`src/rtl/mips_cpu_pkg.sv`:
```
// Shared types and constants for the MIPS CPU multiply/divide unit.
package mips_cpu_pkg;

  typedef enum logic [1:0] {
    MULT  = 2'b00,
    MULTU = 2'b01,
    DIV   = 2'b10,
    DIVU  = 2'b11
  } muldiv_op_t;

  typedef enum logic [1:0] {
    IDLE = 2'b00,
    RUN  = 2'b01,
    FIX  = 2'b10
  } muldiv_state_t;

  localparam int MULDIV_ITER = 32;

  function automatic logic op_is_signed(input muldiv_op_t o);
    return ~o[0];
  endfunction

  function automatic logic op_is_div(input muldiv_op_t o);
    return o[1];
  endfunction

endpackage

```
`src/rtl/mips_cpu_muldiv_step.sv`:
```
// One combinational iteration: shift-add multiply (LSB first) or restoring
// divide (MSB first), both on a 64-bit {upper, lower} accumulator.
module mips_cpu_muldiv_step (
  input  logic [63:0] acc,
  input  logic [31:0] operand,
  input  logic        is_div,
  output logic [63:0] acc_next
);

  logic [32:0] sum;
  logic [32:0] rem;
  logic [32:0] diff;

  always_comb begin
    sum  = {1'b0, acc[63:32]} + {1'b0, (acc[0] ? operand : 32'd0)};
    rem  = {acc[63:32], acc[31]};
    diff = rem - {1'b0, operand};
    if (is_div) begin
      // Partial remainder fits if it overflowed 32 bits or the subtract did not borrow.
      if (rem[32] || !diff[32])
        acc_next = {diff[31:0], acc[30:0], 1'b1};
      else
        acc_next = {rem[31:0], acc[30:0], 1'b0};
    end else begin
      acc_next = {sum, acc[31:1]};
    end
  end

endmodule

```
`src/rtl/mips_cpu_muldiv.sv`:
```
// Iterative MULT/MULTU/DIV/DIVU unit owning HI/LO, with MTHI/MTLO writes.
// Define MULDIV_FAST_MULT_EN for a single-cycle combinational multiply path.
module mips_cpu_muldiv
  import mips_cpu_pkg::*;
#(
  parameter int WIDTH = 32
) (
  input  logic             clk,
  input  logic             reset,
  input  logic             start,
  input  logic [1:0]       op,
  input  logic [WIDTH-1:0] a,
  input  logic [WIDTH-1:0] b,
  input  logic             mthi,
  input  logic             mtlo,
  input  logic [WIDTH-1:0] wdata,
  output logic             busy,
  output logic             done,
  output logic [WIDTH-1:0] hi,
  output logic [WIDTH-1:0] lo
);

  muldiv_state_t state;
  muldiv_op_t    op_reg;
  muldiv_op_t    op_in;
  logic [4:0]    cnt;
  logic [31:0]   mag_b;
  logic          neg_res;
  logic          neg_rem;
  logic [63:0]   acc;
  logic [63:0]   acc_next;
`ifdef MULDIV_FAST_MULT_EN
  logic [31:0]   mag_a;
`endif

  logic          a_neg, b_neg, div0, skip_run;
  logic [31:0]   a_mag, b_mag;
  logic [63:0]   prod, prod_fix;
  logic [31:0]   quo_fix, rem_fix;

  always_comb begin
    op_in = muldiv_op_t'(op);
    a_neg = op_is_signed(op_in) & a[31];
    b_neg = op_is_signed(op_in) & b[31];
    a_mag = a_neg ? -a : a;
    b_mag = b_neg ? -b : b;
    div0  = op_is_div(op_in) && (b == 32'd0);
`ifdef MULDIV_FAST_MULT_EN
    skip_run = div0 || !op_is_div(op_in);
    prod     = {32'd0, mag_a} * {32'd0, mag_b};
`else
    skip_run = div0;
    prod     = acc;
`endif
    prod_fix = neg_res ? -prod : prod;
    quo_fix  = neg_res ? -acc[31:0] : acc[31:0];
    rem_fix  = neg_rem ? -acc[63:32] : acc[63:32];
  end

  mips_cpu_muldiv_step u_step (
    .acc      (acc),
    .operand  (mag_b),
    .is_div   (op_is_div(op_reg)),
    .acc_next (acc_next)
  );

  always_ff @(posedge clk or posedge reset) begin
    if (reset) begin
      state   <= IDLE;
      op_reg  <= MULT;
      cnt     <= 5'd0;
      mag_b   <= 32'd0;
      neg_res <= 1'b0;
      neg_rem <= 1'b0;
      acc     <= 64'd0;
      busy    <= 1'b0;
      done    <= 1'b0;
      hi      <= '0;
      lo      <= '0;
`ifdef MULDIV_FAST_MULT_EN
      mag_a   <= 32'd0;
`endif
    end else begin
      done <= 1'b0;
      case (state)
        IDLE: begin
          if (start) begin
            op_reg <= op_in;
            mag_b  <= b_mag;
            cnt    <= 5'd0;
            busy   <= 1'b1;
`ifdef MULDIV_FAST_MULT_EN
            mag_a  <= a_mag;
`endif
            // Divide by zero leaves HI=a, LO=0 with sign correction disabled.
            if (div0) begin
              acc     <= {a, 32'd0};
              neg_res <= 1'b0;
              neg_rem <= 1'b0;
            end else begin
              acc     <= {32'd0, a_mag};
              neg_res <= a_neg ^ b_neg;
              neg_rem <= a_neg;
            end
            state <= skip_run ? FIX : RUN;
          end else begin
            if (mthi) hi <= wdata;
            if (mtlo) lo <= wdata;
          end
        end
        RUN: begin
          acc <= acc_next;
          cnt <= cnt + 5'd1;
          if (cnt == 5'(MULDIV_ITER - 1))
            state <= FIX;
        end
        FIX: begin
          if (op_is_div(op_reg)) begin
            hi <= rem_fix;
            lo <= quo_fix;
          end else begin
            hi <= prod_fix[63:32];
            lo <= prod_fix[31:0];
          end
          done  <= 1'b1;
          busy  <= 1'b0;
          state <= IDLE;
        end
        default: state <= IDLE;
      endcase
    end
  end

endmodule

```
`config.mk`:
```
export PLATFORM = sky130hd
export DESIGN_NAME = mips_cpu_muldiv
export DESIGN_NICKNAME = d
export VERILOG_FILES = /design/src/rtl/mips_cpu_pkg.sv /design/src/rtl/mips_cpu_muldiv_step.sv /design/src/rtl/mips_cpu_muldiv.sv
export SDC_FILE = /design/constraint.sdc
export NUM_CORES = 1
export LEC_CHECK = 0
export BUFFER_PORTS_ARGS = -buffer_cell sky130_fd_sc_hd__buf_4
export CAP_MARGIN = 0
export CORE_AREA = 8 8 151 224
export CTS_CLUSTER_DIAMETER = 40
export CTS_CLUSTER_SIZE = 14
export DETAILED_ROUTE_END_ITERATION = 8
export DIE_AREA = 0 0 159 232
export PLACE_DENSITY = 0.79
export SETUP_SLACK_MARGIN = 0.02
export SLEW_MARGIN = 20
export SYNTH_ARGS = -nofsm -noshare
export SYNTH_HDL_FRONTEND = slang
export SYNTH_HIERARCHICAL = 1
export SYNTH_SLANG_ARGS = --single-unit
```
`constraint.sdc`:
```
create_clock -name clk -period 12.3 [get_ports clk]
set_input_delay 0.615 -clock clk [delete_from_list [all_inputs] [get_ports clk]]
set_output_delay 0.615 -clock clk [all_outputs]
set_load 0.01 [all_outputs]
```
-- Word-level counts from Yosys, hierarchy flattened
Index checks and enable logic that the tools add are counted.
- eq/ne operators: 8
- mux-type cells: 30
- add/sub/neg operators: 8
- bitwise operators: 4
- reductions and logical operators: 13
- operator list (cell ; number):
    32-bit 2-to-1 mux ; 11
    64-bit 2-to-1 mux ; 5
    32-bit negator ; 4
    32-bit one-hot mux with 2 select lines ; 2
    64-bit one-hot mux with 2 select lines ; 1
    64-bit negator ; 1
    32-bit by 32-bit adder with 33-bit output ; 1
    33-bit by 32-bit subtractor with 33-bit output ; 1
    32-bit logical NOT ; 1
    2-bit != test (second input constant) ; 5
    5-bit one-hot mux with 2 select lines ; 1
    2-bit AND reduction ; 4
    2-bit 2-to-1 mux ; 3
    3-bit AND reduction ; 2
    5-bit by 1-bit adder with 5-bit output (second input constant) ; 1
    5-bit equality test (second input constant) ; 1
    5-bit 2-to-1 mux ; 1
    1-bit 2-to-1 mux ; 4
    2-bit one-hot mux with 2 select lines ; 1
    2-bit nonzero test ; 2
    1-bit bitwise AND ; 2
    2-bit by 1-bit equality test with 1-bit output (second input constant) ; 1
    2-bit equality test (second input constant) ; 1
    2-bit logical NOT ; 1
    other kinds (6) ; 6
- logic and storage cells: 74
- output and inout port bits: 66
- flip-flop bits (word level): 173

-- Logic depth before layout (Yosys ltp)
Gate-level depths: netlist of the first run.
- depth after elaboration: 6
- depth in mapped cells: 14
- gate-level depth less buffers: 13

-- Cells and area by module
Netlist of the first run, hierarchy kept.
- by module, submodules not included (module ; area each (um^2) ; instances ; cells each ; seq. area each (um^2)):
    mips_cpu_muldiv ; 10307.4 ; 1 ; 1185 ; 4304.1
    mips_cpu_muldiv_step ; 4739.5 ; 1 ; 702 ; 0.0

-- Least setup slack after synthesis of the first run
Ideal clock, no wire load.
- path type: flip-flop to flip-flop
- from: reg acc[0]
- to: reg acc[63]
- buffers on the path: 1
- library setup time: 126 ps
- data arrival time: 3271 ps
- data required time: 12174 ps
- path slack: 8903 ps
- cell stages (with the launch flop): 15
- cells stage by stage: dfrtp_1 > clkbuf_1 > and2_1 > ha_1 > fa_1 > a211oi_1 > nor2_1 > o2111ai_1 > a2111oi_0 > o21a_1 > o21ai_0 > nand2b_1 > a2111oi_0 > a21oi_1 > a221o_1
- word-level cells in the longest chain between the ends: 4
- ends and longest elaborated chain (what ; RTL line ; text):
    from (decl) ; mips_cpu_muldiv.sv:30 ; logic [63:0] acc;
    from (signal assigned) ; mips_cpu_muldiv.sv:97 ; acc <= {a, 32'd0};
    from (signal assigned) ; mips_cpu_muldiv.sv:101 ; acc <= {32'd0, a_mag};
    from (signal assigned) ; mips_cpu_muldiv.sv:112 ; acc <= acc_next;
    32-bit 2-to-1 mux ; mips_cpu_muldiv_step.sv:15 ; sum = {1'b0, acc[63:32]} + {1'b0, (acc[0] ? operand : 32'd0)};
    32-bit by 32-bit adder with 33-bit output ; mips_cpu_muldiv_step.sv:15 ;
    64-bit 2-to-1 mux ; mips_cpu_muldiv_step.sv:18 ; if (is_div) begin
    named net acc_next[63] ; mips_cpu_muldiv.sv:31 ; logic [63:0] acc_next;
    64-bit one-hot mux with 2 select lines ; mips_cpu_muldiv.sv:85 ; case (state)
The timed path passes the listed nets, and every way through them passes these cells.
A chain may end at the register's enable or synchronous reset.

-- Worst setup path after layout of the first run
Ends and elaborated chain as after synthesis.

==> results of run 1 <==
## kinds of logic after synthesis
group | synth area share
AND/OR/NAND/NOR | 0.2147
multiplexers | 0.04099
adder cells (fa/ha/maj) | 0.06087
XOR/XNOR | 0.09546
flip-flops | 0.2860
buffers and inverters | 0.04657
AO/OA/AOI/OAI | 0.2554
## metrics by stage
step	util	cell area [um^2]	hold WS (ps)	setup slack (ps)	power, W
after floorplan	-	15050	449.4	7025	0.003989
after global placement	0.5401	16550	463.8	7874	0.004938
after detailed placement	0.5403	16560	473.2	7863	0.004996
after CTS	0.5595	17140	231.6	7835	0.005576
after global routing	0.5596	17150	262.8	7817	0.006068
final	0.5596	17150	211.5	8086	0.005634
## final cells by class
type                            count  share of cell area
Tap cell                          405             0.02955
Clock inverter                     13            0.008976
Multi-Input combinational cell   1536              0.5879
Inverter                           64             0.01430
Clock buffer                       19             0.02525
Timing Repair Buffer              189             0.08275
Sequential cell                   172              0.2513
## power by group
group	internal, W	switching (W)
Clock	0.000304	0.000258
Sequential	0.000849	0.000438
Combinational	0.00167	0.00212
Total	0.00282	0.00281
## final timing paths
path	endpoint
worst min register to register	lo[24]
max in group asynchronous	op_reg[1]
worst max-delay path	acc[63]
worst min-delay path	lo[0]
min in group clk	hi[19]
worst max register to register	acc[63]
## routing by layer
layer  track usage  up-vias  part of all wire
met3       0.03921      139             0.056
li1              -     7118                 -
met5             0        -                 0
met1        0.3049     7244              0.40
met4        0.1336        0             0.044
met2        0.4697      600              0.50
## worst max-delay path: stages, from the launching register on
cell and delay, ps:
dfrtp_2 640, and2_1 260, ha_1 220, fa_1 430
a211oi_1 270, nor2_1 150, o2111ai_1 350, a2111oi_0 170
buf_4 180, o21a_1 200, o21ai_0 280, nand2b_1 140
a2111oi_0 400, a21oi_1 70, a221o_1 330
## placed cells by master, fill, tap and decap left out, drive strengths merged, types with 7 or more instances in the layout
cell type,instances
or4,19
and2,37
a22oi,8
a221oi,7
nand3,36
nor4,19
mux2i,20
o21ai,137
a211oi,8
a221o,34
buf,189
o221ai,20
nand4,14
a31oi,16
nand2,184
mux2,37
nor2b,11
a21oi,155
nor2,168
o211ai,21
a21o,27
o41ai,16
clkbuf,19
and3,59
o21a,9
xnor2,89
o31ai,36
nor3,36
ha,70
or3,23
dfrtp,172
xor2,75
o21bai,8
inv,71
o22ai,35
nand2b,26
==> metrics.yaml, run 1 <==
clk_pin_slew_ps: 70
synth_top_area_frac: 0.2860
finalHoldViolCount: 0
crit_fanout: 39
post_drt_via_cell_ratio: 6.297
synth_edf_count: 0
drt-initial-drc-count: 1431
period_share: 0.3426
avgSynthCellArea_um2: 7.974
syn-num-nets: 2062
status: "complete, no violations"
crit_start: "acc[0]"
ant_nets: 0
drive_above_1_share: 0.1400
tritoncts: "yes"
io_buffers: 168
regMostFlops: "acc"
fin_skew_ps: 10.13
clk_latency_ps: 460
worst_ep_required_time_ps: 12640
synth_top_flop_cell: "dfrtp_1"
synth_common_cells: "184 x nand2_1, 172 x dfrtp_1, 168 x nor2_1, 154 x a21oi_1, 134 x o21ai_0"
min_period_ps: 4214
worstMarginPinSlew_ps: 1126
fmax_mhz: 237.3
cp-end-kind: "flip-flop"
largest_reg_flops: 64
ios: 169
grtUsageTotal: 0.2641
nFillCells: 2881
nNetsFinal: 2155
synth_seq_area_share: 0.2860
coreArea_mm2: 0.03064
vias: 15100
setup_violations: 0
first_pass_iters: 5
hold_path_class: "input port to asynchronous set/reset pin"
synth_area_mm2: 0.01505
reg2regPathDepth: 14
reg2reg_setup_slack_ps: 8090
synthCells: 1887
antenna_found_initial: 0
fin_cells: 2398
cts-buffers-inserted: 17
worst_r2r_startpoint: "acc[0]"
critical_path_class: "flip-flop to flip-flop"
initial_core_util: 0.4911
root_buffer: "clkbuf_16"
async_flop_share: 1.000
grt_pass1_wl_mm: 79.75
dieHeight_um: 232
ys_top_cells_by_area: "dfrtp_1 29%, ha_1 5.8%, xnor2_1 5.2%, a21oi_1 5.1%, nand2_1 4.6%"
drcViolationCount: 0
cap_violations: 0
max-slew-margin-rel: 0.2477
die-area_mm2: 0.03689
drt-total-wl_mm: 49.83
place_inst: 2366
htreeDepth: 4
antennaDiodeCount: 0
multi_input_area_mm2: 0.01008
power-per-cell-area_mw_per_mm2: 328.6
yosysWarningCount: 6
cts_setup_buffers: 0
cts_resized: 0
critPathLaunchType: "flip-flop"
place_congestion: 0.9784
timing.final.max_slew_violations: 0
yosysMostFrequentCell: "nand2_1"
syn2layout_area_growth_pct: 13.95
arrival_ps: 4550
grt_max_degree: 108
clock-sinks: 172
dp_hpwl_mm: 37.98
die_w_um: 159
yosysTopAreaCell: "dfrtp_1"
grt-ovfl-total: 0
rsz0062_at_grt: "no"
detail_route.wl_per_cell_um: 20.78
ys_seq_elements: 172
placement_rows: 79
tns_ps: 0
synth_cell_types: 83
power_leakage_nw: 7.357
seqCellArea_mm2: 0.004309
cts_buffer_depth: 2
grt_pass1_vias: 14840
cts_hold_buffers: 0
peakVddDrop_v: 0.0001537
No activity file was read; power rests on OpenSTA's default activity.
==> run 2, diff against run 1 <==
- ABC_AREA: not set -> 1
- CORE_AREA: 8 8 151 224 -> 8 8 163 242
- DIE_AREA: 0 0 159 232 -> 0 0 171 250
- clock period: 12.3 -> 4.32 ns (I/O delays scaled with it)
==> run 2 against run 1 <==
  * Non-clock buffer count grew 20
  * Count of clock-buffer cells in the layout decreased by 2
  * Clock power increased to 3.0 times the previous value
  * Register-to-register slack lost 7400 ps
  * Fmax up 16%
  * Hold slack lost 170 ps
  * Clock skew up 4.9 ps
  * Total power grew to 3.3 times the previous value
  * Sequential cell count stayed put
  * Cell count is 49% higher
  * Setup slack worse by 7400 ps
  * Critical endpoint is now acc[59]
  * Highest routed layer is now met5
==> metrics.yaml, run 2 <==
synth_cell_types: 52  # was 83
combPwrFrac: 0.709  # was 0.672
vias: 21110  # was 15.10k
antenna_found_initial: 5  # was 0
grt_max_degree: 125  # was 108
cts_setup_buffers: 0  # unchanged
totalPowerFinal_w: 0.01835  # was 0.005634 W
htreeDepth: 4  # unchanged
coreArea_mm2: 0.03573  # was 0.03064 mm^2
detail_route.wl_per_cell_um: 23.70  # was 20.78 um
place_congestion: 1.106  # was 0.9784
critical_path_class: "flip-flop to flip-flop"  # unchanged
tns_ps: 0  # unchanged
mostFrequentLayoutCells: "886 x nand2_1, 400 x inv_1, 344 x nor2_1"  # was 189 x buf_4, 182 x nand2_1, 170 x dfrtp_1
hold_ws_ps: 40.36  # was 211.5 ps
nNetsFinal: 3267  # was 2155
finalHoldViolCount: 0  # unchanged
worst_ep_required_time_ps: 4620  # was 12640 ps
yosysTopAreaCell: "dfrtp_1"  # unchanged
synth_edf_count: 0  # unchanged
rsz0062_at_grt: "no"  # unchanged
yosysWarningCount: 6  # unchanged
drive_above_1_share: 0.1069  # was 0.1400
ant_nets: 0  # unchanged
crit_top_cell: "nand2_1"  # was a2111oi_0
cts_resized: 0  # unchanged
die-area_mm2: 0.04275  # was 0.03689 mm^2
crit_fanout: 17  # was 39
grtUsageMet2: 0.6547  # was 0.4697
cts_buffer_depth: 2  # unchanged
power_leakage_nw: 10.35  # was 7.357 nW
p_sw_frac: 0.6005  # was 0.4989
p_int_w: 0.007332  # was 0.002823 W
synth_area_mm2: 0.01773  # was 0.01505 mm^2
critical-path-top-delay-family: "simple AND/OR/NAND/NOR gates"  # was compound AO/OA/AOI/OAI gates
use_met1: 0.3832  # was 0.3049
io_buffers: 168  # unchanged
dieHeight_um: 250  # was 232 um
grt_pass1_vias: 20200  # was 14.84k
drt-initial-drc-count: 2359  # was 1431
avgSynthCellArea_um2: 5.982  # was 7.974 um^2
timing.final.max_slew_violations: 0  # unchanged
pwr-share-seq: 0.199  # was 0.228
ios: 169  # unchanged
fmax_mhz: 275.9  # was 237.3 MHz
die_w_um: 171  # was 159 um
dp_hpwl_mm: 67.51  # was 37.98 mm
cp.buffers_inverters: 1  # unchanged
cap_violations: 0  # unchanged
tritoncts: "yes"  # unchanged
fin_ws_ps: 695.6  # was 8086 ps
yosysMostFrequentCell: "nand2_1"  # unchanged
synth_common_cells: "887 x nand2_1, 401 x inv_1, 346 x nor2_1, 248 x nand3_1, 205 x a21oi_1"  # was 184 x nand2_1, 172 x dfrtp_1, 168 x nor2_1, 154 x a21oi_1, 134 x o21ai_0
post_drt_via_cell_ratio: 5.890  # was 6.297
drcViolationCount: 0  # unchanged
grt-ovfl-total: 0  # unchanged
grt_util_met3: 0.08123  # was 0.03921
crit_chain: "nand2_1 > inv_1 > ha_1 > fa_1 > nand2_1 > o21ai_1 > nand2_1 > nand2_1 > nand2_1 > nand2_1 > nand2_1 > nand2_1 > nand2_1 > nand3_1 > nand2_1 > a22oi_1 > o31ai_1"  # was and2_1 > ha_1 > fa_1 > a211oi_1 > nor2_1 > o2111ai_1 > a2111oi_0 > buf_4 > o21a_1 > o21ai_0 > nand2b_1 > a2111oi_0 > a21oi_1 > a221o_1
cts-buffers-inserted: 17  # unchanged
synth_top_area_frac: 0.2427  # was 0.2860
drt-total-wl_mm: 84.98  # was 49.83 mm
max-slew-margin-rel: 0.2841  # was 0.2477
clk_pin_slew_ps: 80  # was 70 ps
first_pass_iters: 6  # was 5
syn2layout_area_growth_pct: 13.38  # was 13.95%
layout_commonest_cell: "nand2_1"  # was buf_4
synthCells: 2964  # was 1887
fin_skew_ps: 14.98  # was 10.13 ps
initial_core_util: 0.4962  # was 0.4911
power-per-cell-area_mw_per_mm2: 912.9  # was 328.6 mW/mm^2
period_share: 0.8390  # was 0.3426
ys_seq_elements: 172  # unchanged
setup_violations: 0  # unchanged
critPathLaunchType: "flip-flop"  # unchanged
grt_pass1_wl_mm: 123.3  # was 79.75 mm
placement_rows: 85  # was 79
grtUsageTotal: 0.3888  # was 0.2641
p_sw_w: 0.01102  # was 0.002811 W
ys_top_cells_by_area: "dfrtp_1 24%, nand2_1 19%, inv_1 8.5%, nor2_1 7.3%, nand3_1 7.0%"  # was dfrtp_1 29%, ha_1 5.8%, xnor2_1 5.2%, a21oi_1 5.1%, nand2_1 4.6%
clk_latency_ps: 470  # was 460 ps
top_usage_layer: "met2"  # unchanged
largest_reg_flops: 64  # unchanged
max_stage_delay_ps: 760  # was 640 ps
status: "complete, no violations"  # unchanged
worstMarginPinSlew_ps: 1074  # was 1126 ps
arrival_ps: 3920  # was 4550 ps
cpMaxStageDelayCell: "dfrtp_1"  # was dfrtp_2
peakVddDrop_v: 0.0004542  # was 0.0001537 V
root_buffer: "clkbuf_16"  # unchanged
synth_top_flop_cell: "dfrtp_1"  # unchanged
nFillCells: 3658  # was 2881
regMostFlops: "acc"  # unchanged
cp-end-kind: "flip-flop"  # unchanged
dp_slack_ps: 847.7  # was 7863 ps
syn-num-nets: 3139  # was 2062
async_flop_share: 1.000  # unchanged
min_period_ps: 3624  # was 4214 ps
clock-sinks: 172  # unchanged
synth_seq_area_share: 0.2427  # was 0.2860
clock_power_share: 0.092  # was 0.100
hold_path_class: "input port to flip-flop"  # was input port to asynchronous set/reset pin
==> run 2: cell families (layout without fill, tap and decap cells) <==
logic type | count (synthesis) | after routing | share of synthesized area
flops | 172 | 172 | 0.2427
compound gates | 512 | 512 | 0.1667
other cells | 0 | 2 | 0
simple gates | 1628 | 1628 | 0.3903
fa+ha+maj | 72 | 72 | 0.05165
buf+inv | 513 | 654 | 0.1154
xor+xnor | 67 | 67 | 0.03310
==> run 2: repair_timing <==
item                                    4_1_cts  5_1_grt
hold endpoints to repair                     22        0
hold buffers                                  3        0
endpoints found under the setup margin        0        0
==> run 2: metrics by stage <==
stage / utilization / instance area (um^2) / cells
2_1_floorplan: - / 17730 / 2964
3_3_place_gp: 0.5438 / 19430 / 3548
3_5_place_dp: 0.5438 / 19430 / 3548
4_1_cts: 0.5624 / 20100 / 3583
5_1_grt: 0.5625 / 20100 / 3584
6_report: 0.5626 / 20100 / 3585
==> run 2: worst register-to-register path, cell delays in order (launching register included) <==
cell,delay [ps]
dfrtp_1,760
nand2_1,110
inv_1,90
ha_1,370
fa_1,390
nand2_1,110
o21ai_1,380
nand2_1,100
nand2_1,210
nand2_1,80
nand2_1,160
nand2_1,100
nand2_1,70
nand2_1,50
nand3_1,100
nand2_1,100
a22oi_1,180
o31ai_1,120
==> run 2: metal layers <==
layer  vias to the layer above  part of all wire
li1                       9821                 -
met1                      9691              0.33
met2                      1193              0.47
met3                       405             0.079
met4                         4              0.12
met5                         -           0.00028
==> run 2: area by class of cell <==
cell class / instances / area [um^2] / share of cell area
clock buffers: 17 / 425.4 / 0.02116
repair buffers: 209 / 1589 / 0.07904
flip-flops and latches: 172 / 4307 / 0.2142
multi-input cells: 2279 / 11410 / 0.5676
inverters: 413 / 1560 / 0.07761
well taps: 478 / 598.1 / 0.02975
diodes: 2 / 5.005 / 0.0002490
clock inverters: 15 / 209.0 / 0.01039
==> run 2: power by group through the flow <==
stage          sequential [W]  combinational, W  clock [W]
3_3_place_gp          0.00355            0.0125          0
6_report              0.00365            0.0130    0.00169
2_1_floorplan         0.00315           0.00819          0
5_1_grt               0.00369            0.0141    0.00174
3_5_place_dp          0.00358            0.0126          0
4_1_cts               0.00356            0.0127    0.00168
==> run 2: worst paths after layout <==
kind | from | end | slack (ps) | depth (start not counted)
max | acc[0] | acc[59] | 700 | 17
min | b[20] | mag_b[20] | 40 | 3
max reg2reg | acc[0] | acc[59] | 700 | 17
min reg2reg | busy | busy | 490 | 2
max in group asynchronous | reset | hi[21] | 3230 | 4
min in group asynchronous | reset | cnt[1] | 510 | 4
